--- src/rtl/ysyx_22040365_pkg.sv ---
// Shared widths and load funct3 encodings for the writeback unit.
package ysyx_22040365_pkg;
  localparam int DEF_ADDR_WIDTH = 5;
  localparam int DEF_DATA_WIDTH = 64;

  localparam logic [2:0] LB  = 3'b000;
  localparam logic [2:0] LH  = 3'b001;
  localparam logic [2:0] LW  = 3'b010;
  localparam logic [2:0] LD  = 3'b011;
  localparam logic [2:0] LBU = 3'b100;
  localparam logic [2:0] LHU = 3'b101;
  localparam logic [2:0] LWU = 3'b110;
endpackage

--- src/rtl/ysyx_22040365_load_ext.sv ---
// Load byte-select and sign/zero extension from a raw aligned 64-bit word.
// Purely combinational; no handshake of its own.
module ysyx_22040365_load_ext
  import ysyx_22040365_pkg::*;
(
  input  logic [63:0] rdata,
  input  logic [2:0]  addr_lo,
  input  logic [2:0]  funct3,
  output logic [63:0] data
);

  logic [63:0] shifted;

  // Logical shift: bytes past the top of the word come in as zero.
  assign shifted = rdata >> {addr_lo, 3'b000};

  always_comb begin
    data = '0;
    case (funct3)
      LB:      data = {{56{shifted[7]}},  shifted[7:0]};
      LH:      data = {{48{shifted[15]}}, shifted[15:0]};
      LW:      data = {{32{shifted[31]}}, shifted[31:0]};
      LD:      data = shifted;
      LBU:     data = {56'd0, shifted[7:0]};
      LHU:     data = {48'd0, shifted[15:0]};
      LWU:     data = {32'd0, shifted[31:0]};
      default: data = '0;
    endcase
  end

endmodule

--- src/rtl/ysyx_22040365_wbu.sv ---
// Writeback unit: LSU-first arbitration, registered regfile write, busy scoreboard, counter.
// Latency 1 cycle; LSU always accepted out of reset, EXU stalls while lsu_valid is high.
module ysyx_22040365_wbu
  import ysyx_22040365_pkg::*;
#(
  parameter int ADDR_WIDTH = DEF_ADDR_WIDTH,
  parameter int DATA_WIDTH = DEF_DATA_WIDTH,
  parameter int NREG       = 2 ** ADDR_WIDTH
) (
  input  logic                  clk,
  input  logic                  rst_n,
  input  logic                  issue_valid,
  input  logic                  issue_wen,
  input  logic [ADDR_WIDTH-1:0] issue_rd,
  input  logic                  exu_valid,
  output logic                  exu_ready,
  input  logic [ADDR_WIDTH-1:0] exu_rd,
  input  logic [DATA_WIDTH-1:0] exu_data,
  input  logic                  lsu_valid,
  output logic                  lsu_ready,
  input  logic [ADDR_WIDTH-1:0] lsu_rd,
  input  logic [DATA_WIDTH-1:0] lsu_rdata,
  input  logic [2:0]            lsu_funct3,
  input  logic [2:0]            lsu_addr_lo,
  output logic                  rf_wen,
  output logic [ADDR_WIDTH-1:0] rf_waddr,
  output logic [DATA_WIDTH-1:0] rf_wdata,
  input  logic [ADDR_WIDTH-1:0] chk_rs1,
  input  logic [ADDR_WIDTH-1:0] chk_rs2,
  output logic                  rs1_busy,
  output logic                  rs2_busy,
  output logic [63:0]           wb_cnt
);

  logic                  lsu_fire;
  logic                  exu_fire;
  logic                  any_fire;
  logic [ADDR_WIDTH-1:0] sel_rd;
  logic [DATA_WIDTH-1:0] sel_data;
  logic [DATA_WIDTH-1:0] load_data;
  logic [NREG-1:0]       busy;
  logic [NREG-1:0]       busy_nxt;

  ysyx_22040365_load_ext u_load_ext (
    .rdata   (lsu_rdata),
    .addr_lo (lsu_addr_lo),
    .funct3  (lsu_funct3),
    .data    (load_data)
  );

  assign lsu_ready = rst_n;
  assign exu_ready = rst_n & ~lsu_valid;
  assign lsu_fire  = lsu_valid & lsu_ready;
  assign exu_fire  = exu_valid & exu_ready;
  assign any_fire  = lsu_fire | exu_fire;
  assign sel_rd    = lsu_fire ? lsu_rd : exu_rd;
  assign sel_data  = lsu_fire ? load_data : exu_data;

  always_ff @(posedge clk) begin
    if (!rst_n) begin
      rf_wen   <= 1'b0;
      rf_waddr <= '0;
      rf_wdata <= '0;
      wb_cnt   <= '0;
    end else begin
      rf_wen <= any_fire && (sel_rd != '0);
      if (any_fire) begin
        rf_waddr <= sel_rd;
        rf_wdata <= sel_data;
        wb_cnt   <= wb_cnt + 64'd1;
      end
    end
  end

  // Clear tracks the regfile write edge; a same-cycle issue is a newer producer and wins.
  always_comb begin
    busy_nxt = busy;
    if (rf_wen)
      busy_nxt[rf_waddr] = 1'b0;
    if (issue_valid && issue_wen && (issue_rd != '0))
      busy_nxt[issue_rd] = 1'b1;
    busy_nxt[0] = 1'b0;
  end

  always_ff @(posedge clk) begin
    if (!rst_n)
      busy <= '0;
    else
      busy <= busy_nxt;
  end

  assign rs1_busy = busy[chk_rs1];
  assign rs2_busy = busy[chk_rs2];

endmodule
--- config.mk ---
export PLATFORM = sky130hd
export DESIGN_NAME = ysyx_22040365_wbu
export DESIGN_NICKNAME = d
export VERILOG_FILES = /design/src/rtl/ysyx_22040365_pkg.sv /design/src/rtl/ysyx_22040365_load_ext.sv /design/src/rtl/ysyx_22040365_wbu.sv
export SDC_FILE = /design/constraint.sdc
export NUM_CORES = 1
export LEC_CHECK = 0
export CORE_ASPECT_RATIO = 0.7
export CORE_UTILIZATION = 30
export CTS_CLUSTER_DIAMETER = 100
export DETAILED_ROUTE_END_ITERATION = 8
export HOLD_SLACK_MARGIN = 0.15
export PLACE_DENSITY = 0.59
export SYNTH_ARGS = -nofsm -noshare
export SYNTH_HDL_FRONTEND = slang
export SYNTH_SLANG_ARGS = --single-unit
--- constraint.sdc ---
create_clock -name clk -period 3.4 [get_ports clk]
set_input_delay 0.34 -clock clk [delete_from_list [all_inputs] [get_ports clk]]
set_output_delay 0.34 -clock clk [all_outputs]
set_load 0.005 [all_outputs]
==> results.toml <==
[status]
status = "complete, but fails checks"
violations = "design-rule violations"

[cts]
cts_buffers = 17
clk_pin_slew_ns = 0.07
cts.repair.resized = 0
ctsHtreeMaxLevel = 4
root_buffer = "clkbuf_16"
ctsHoldBuffers = 0
cts_tree = "built"
cts_sinks = 165
clk_latency_ns = 0.45
clock_path_buffers = 2
cts_setup_buffers = 0

[logic_synthesis]
synth_cells = 1122
syn_area_um2 = 9850
synth-async-reset-ratio_pct = 0
ys_seq_area_share_pct = 33.5
syn_area_per_cell_um2 = 8.78
ys_seq_elements = 165
synth_ff_type = "dfxtp_1"
synth_edf_count = 0
yosysWarnings = 0
syn_nets = 1288
synth_cell_types = 61

[routing]
viasPerCell = 5.76
first_pass_iters = 9
antenna_left = 0
drtIter0Drc = 1074
routed_wl_mm = 40.8
wl_per_cell_um = 22.4
vias = 10500
drc = 1

[hold_path]
hold-path-endpoint = "wb_cnt[9]"
min_delay_path_depth = 3
hold_path.startpoint = "rst_n"
hp-class = "in -> reg"

[worst_setup_path]
r2r-start = "wb_cnt[41]"
timing.rr.end = "wb_cnt[61]"
crit_fanout = 8
reg2reg_depth = 5
end_kind = "output pin"
critical_path_class = "in -> out"
crit_path_start_kind = "primary input"
ff2ff_setup_slack_ns = 0.71
required_ns = 3.06
worstPathArrival_ns = 2.88

[power]
powerDensity_nw_per_um2 = 357
ir_worst_vdd_mv = 0.281
totalPowerFinal_mw = 4.96
p_leak_nw = 4.71

[sta]
max_freq_mhz = 310
slew_violations = 0
tns_ns = 0
fin_skew_ns = 0.0106
period_minus_slack_ns = 3.22
worst_slack_ns = 0.178
timing.final.crit_share_pct = 94.8
rsz0062_at_grt = "false"
slew_headroom_pct = 38.4
tightestPinTransition_ns = 0.918
setup_viol = 0
finalHoldViolCount = 0

[die]
fp-row-count = 55
die_y_um = 154
die_x_um = 219
boundaryPins = 303
dieArea_um2 = 33600
coreArea_um2 = 32300
initial_utilization_pct = 30.5

[final_layout]
layout-drive-gt1-share_pct = 11.0
syn_to_final_growth_pct = 41.0
utilization_pct = 42.9
layout.nets = 1551
final_cell_area_um2 = 13900

[grt]
overflow = 0
track_usage_pct = 24.0
grt_first_pass_wirelength_mm = 61.6
grt_max_degree = 85
antenna_found_initial = 1
grt_pass1_vias = 10100

[run]
drv_cap = 0

[place]
dpl.hpwl_mm = 29.9
dpl_worst_slack_ns = 0.148
gp_routability_congestion = 0.897
place_area_um2 = 13300
portBuffers = 302
logic make-up (layout without fill, tap and decap cells):
| logic type | after synthesis | after routing | share of synthesized area (%) |
|---|---|---|---|
| xor gates and xnor gates | 25 | 25 | 2.22 |
| adders and majority gates | 1 | 1 | 0.127 |
| other | 0 | 1 | 0 |
| buffers and inverters | 107 | 382 | 4.42 |
| muxes | 113 | 113 | 16.9 |
| DFF | 165 | 165 | 33.5 |
| AOI/OAI and AO/OA | 382 | 382 | 24.8 |
| and+or+nand+nor | 329 | 329 | 18.0 |
state kept, by name (all words and copies together), names as in the netlist:
name / flops
rf_wen: 1
wb_cnt: 64
rf_waddr: 5
rf_wdata: 64
busy: 31
cell type report:
cell class / count / area (µm²)
Antenna cell: 1 / 2.50
Clock buffer: 17 / 425
Clock inverter: 14 / 126
Fill cell: 3193 / 18500
Inverter: 14 / 52.6
Multi-Input combinational cell: 850 / 6150
Sequential cell: 165 / 3300
Tap cell: 427 / 534
Timing Repair Buffer: 337 / 3300
metal layers:
layer,up-vias,part of all wire [%],global-route usage [%]
met2,478,43,35.2
met3,49,11,7.70
li1,4859,-,-
met5,-,0,0
met4,0,1.8,6.46
met1,5122,45,33.6
worst max-delay path by stage:
| stage | to | cells after the start | startpoint | slack, ns |
|---|---|---|---|---|
| after floorplan | wb_cnt[62] | 7 | wb_cnt[23] | 1.0 |
| after CTS | rs1_busy | 5 | chk_rs1[0] | 0.14 |
| after global placement | rs1_busy | 5 | chk_rs1[0] | 0.20 |
| final | rs1_busy | 5 | chk_rs1[0] | 0.18 |
| after detailed placement | rs1_busy | 5 | chk_rs1[0] | 0.15 |
| after global routing | rs1_busy | 5 | chk_rs1[0] | 0.06 |
per-stage QoR:
step,cells,hold WS (ns)
6_report,1825,0.244
5_1_grt,1824,0.229
4_1_cts,1824,0.218
3_5_place_dp,1793,0.473
3_3_place_gp,1793,0.462
2_1_floorplan,1122,0.459
worst max-delay path, cell delays in order:
cell,delay [ns]
clkdlybuf4s50_1,0.78
mux4_2,0.58
mux4_2,0.46
mux2_2,0.27
clkdlybuf4s50_1,0.45
cells in the final DEF, fill, tap and decap left out, drive strengths merged, types with 16 or more instances in the layout:
cell / count
clkdlybuf4s50: 299
dfxtp: 165
o21ai: 137
a21oi: 99
nand2: 84
nor2: 57
mux2i: 52
mux4: 41
buf: 38
nand3: 30
a221oi: 29
nand4: 23
mux2: 20
inv: 19
or3: 17
clkbuf: 17
or4: 17
xor2: 16
cell usage after synthesis (4+ instances only):
cell type | count | area share (%)
buf_2 | 12 | 0.61
nand2_1 | 84 | 3.2
and2_1 | 12 | 0.76
clkbuf_1 | 70 | 2.7
a222oi_1 | 15 | 1.5
o211a_1 | 8 | 0.81
o41ai_2 | 6 | 0.99
nand3b_1 | 5 | 0.38
nor2_1 | 57 | 2.2
a211oi_1 | 12 | 0.91
or4_1 | 16 | 1.2
o211ai_1 | 15 | 1.1
o31ai_1 | 14 | 1.1
mux4_2 | 41 | 9.4
a31oi_1 | 12 | 0.76
nor3_1 | 9 | 0.46
nand2b_1 | 13 | 0.83
xnor2_1 | 9 | 0.80
buf_1 | 8 | 0.30
mux2i_1 | 52 | 5.3
inv_1 | 13 | 0.50
nor4_1 | 9 | 0.57
and4_1 | 12 | 1.1
xor2_1 | 16 | 1.4
dfxtp_1 | 165 | 34
o22ai_1 | 9 | 0.57
mux2_2 | 20 | 2.3
o21a_1 | 4 | 0.30
nor2b_1 | 15 | 0.95
o21ai_0 | 136 | 6.9
or3_1 | 17 | 1.1
o2bb2ai_1 | 7 | 0.62
nand4_1 | 23 | 1.5
a221oi_1 | 29 | 2.6
o311ai_1 | 6 | 0.53
nand3_1 | 30 | 1.5
a21oi_1 | 99 | 5.0
and3_1 | 8 | 0.51
power breakdown:
part           switching, mW  total [mW]  internal (mW)
Clock                  0.919        1.93           1.01
Combinational          0.477       0.979          0.502
Sequential            0.0513        2.05           2.00
Note: power is estimated with default switching activity, not from simulation.
==> RTL edit, RTL diff (same flow settings) <==
Put one more register stage on the output `wb_cnt`, with the module's reset. The value now appears one clock later. The other outputs are not delayed to match.
--- a/src/rtl/ysyx_22040365_wbu.sv
+++ b/src/rtl/ysyx_22040365_wbu.sv
@@ -34,2 +34,4 @@
 
+  logic [63:0] wb_cnt_s0;
+
   logic                  lsu_fire;
@@ -63,3 +65,3 @@
       rf_wdata <= '0;
-      wb_cnt   <= '0;
+      wb_cnt_s0 <= '0;
     end else begin
@@ -69,3 +71,3 @@
         rf_wdata <= sel_data;
-        wb_cnt   <= wb_cnt + 64'd1;
+        wb_cnt_s0 <= wb_cnt_s0 + 64'd1;
       end
@@ -94,2 +96,10 @@
 
+  always_ff @(posedge clk) begin
+    if (!rst_n) begin
+      wb_cnt <= '0;
+    end else begin
+      wb_cnt <= wb_cnt_s0;
+    end
+  end
+
 endmodule
Check against the original RTL: not equivalent (Yosys sat finds a counterexample within 4 cycles, from zero or initial values and one cycle with rst_n low).
==> RTL edit against the original RTL <==
  * Area after synthesis up 16%
  * Sequential cell count up 64
  * Worst setup slack got worse by 0.056 ns
  * Combinational power is 0.4% higher
  * Routed wire length grew 0.25%
  * Power is 32% higher
  * Critical endpoint unchanged
  * Design area is 13% higher
  * Critical path depth did not move
  * Critical path type unchanged
==> RTL edit: results (changes against the original RTL) <==
Yosys
  – Xor/xnor share of the synthesized area: 2.06% (was 2.22%)
  – Synth Register Bits: 229 (was 165)
  – Compound-gate portion of the synthesized area: 18.6% (was 24.8%)
  – Seq/Total Area, Yosys: 40.0% (was 33.5%)
  – Synth top cells by count: dfxtp_1 (229), o21ai_0 (118), nand2_1 (101) (was dfxtp_1 (165), o21ai_0 (136), a21oi_1 (99))
  – Synthesized Nets: 1446 (was 1288)
  – Synth top area cells: dfxtp_1 (40%), mux4_2 (7.7%), mux2i_1 (6.0%) (was dfxtp_1 (34%), mux4_2 (9.4%), o21ai_0 (6.9%))

Drt
  – Vias per cell: 5.33 (was 5.76)
  – Initial drt markers: 851 (was 1074)
  – DRT Pass-1 Iters: 5 (was 9)

Place
  – Placer Congestion: 0.902 (was 0.897)
  – HPWL after detailed placement: 30.6 mm (was 29.9 mm)

Finish
  – Final net count: 1711 (was 1551)
  – Largest registers: rf_wdata (64), wb_cnt (64), wb_cnt_s0 (64) (was rf_wdata (64), wb_cnt (64), busy (31))
  – Multi-Input Combinational: 931 (was 850)
  – Data buffer area share: 20.8% (was 23.8%)
  – Clk_buf instances: 34 (was 17)
  – Fillers: 3628 (was 3193)
  – Inverter count: 22 (was 14)
  – Share of layout cells above drive strength 1: 9.06% (was 11.0%)
  – Clock buf/inv share: 5.22% (was 3.97%)
  – Multi-input combinational area share: 40.5% (was 44.2%)

Min path
  – Hold path startpoint: exu_valid (was rst_n)

Setup path
  – R2R cell count: 6 (was 5)
  – CP arrival: 2.94 ns (was 2.88 ns)
  – RR Startpoint: wb_cnt_s0[7] (was wb_cnt[41])
  – R2R Path End: wb_cnt_s0[60] (was wb_cnt[61])

Global routing
  – Maximum number of pins on one net before global-route repair: 61 (was 85)
  – First-pass GRT wire length: 61.3 mm (was 61.6 mm)
  – Vias in the first global route: 10300 (was 10100)
  – Initial antenna violation count: 2 (was 1)
  – All-Layer GR Usage: 20.3% (was 24.0%)

Clock tree
  – Worst-Skew Late Latency: 0.53 ns (was 0.45 ns)
  – Maximum buffer depth of the clock tree: 3 (was 2)
  – TritonCTS buffer count: 24 (was 17)
  – H-tree lvl count: 1 (was 4)

STA
  – Setup Skew: 0.00679 ns (was 0.0106 ns)
  – Slew HR: 32.5% (was 38.4%)

Pwr
  – Pleak: 5.74 nW (was 4.71 nW)

Outcome
  – Status: completed (was complete, but fails checks)
RTL edit: through the flow:
step	worst slack [ns]	power [mW]	cells	instance area, um2	utilization (%)
after CTS	0.114	6.62	2045	15800	42.2
after detailed placement	0.114	3.84	2006	14900	40.0
final	0.122	6.54	2046	15800	42.2
after global routing	0.0440	6.82	2046	15800	42.2
after global placement	0.175	3.83	2006	14900	40.0
after floorplan	0.968	3.31	1280	11500	-
RTL edit: timing repair:
action | 4_1_cts | 5_1_grt
hold buffers | 1 | 0
buffers inserted | 0 | 0
endpoints found under the hold margin | 6 | 0
RTL edit: routing by layer:
metal / wire [um] / track usage [%] / vias to the layer above
met5: 13 / 0 / -
met4: 742 / 4.90 / 2
met3: 3190 / 5.20 / 47
met2: 17700 / 30.9 / 391
met1: 19200 / 28.5 / 5227
li1: - / - / 5231
RTL edit: power breakdown:
group | internal (mW) | switching, mW
Sequential | 2.76 | 0.0550
Clock | 1.65 | 1.10
Combinational | 0.504 | 0.479
Total | 4.91 | 1.63
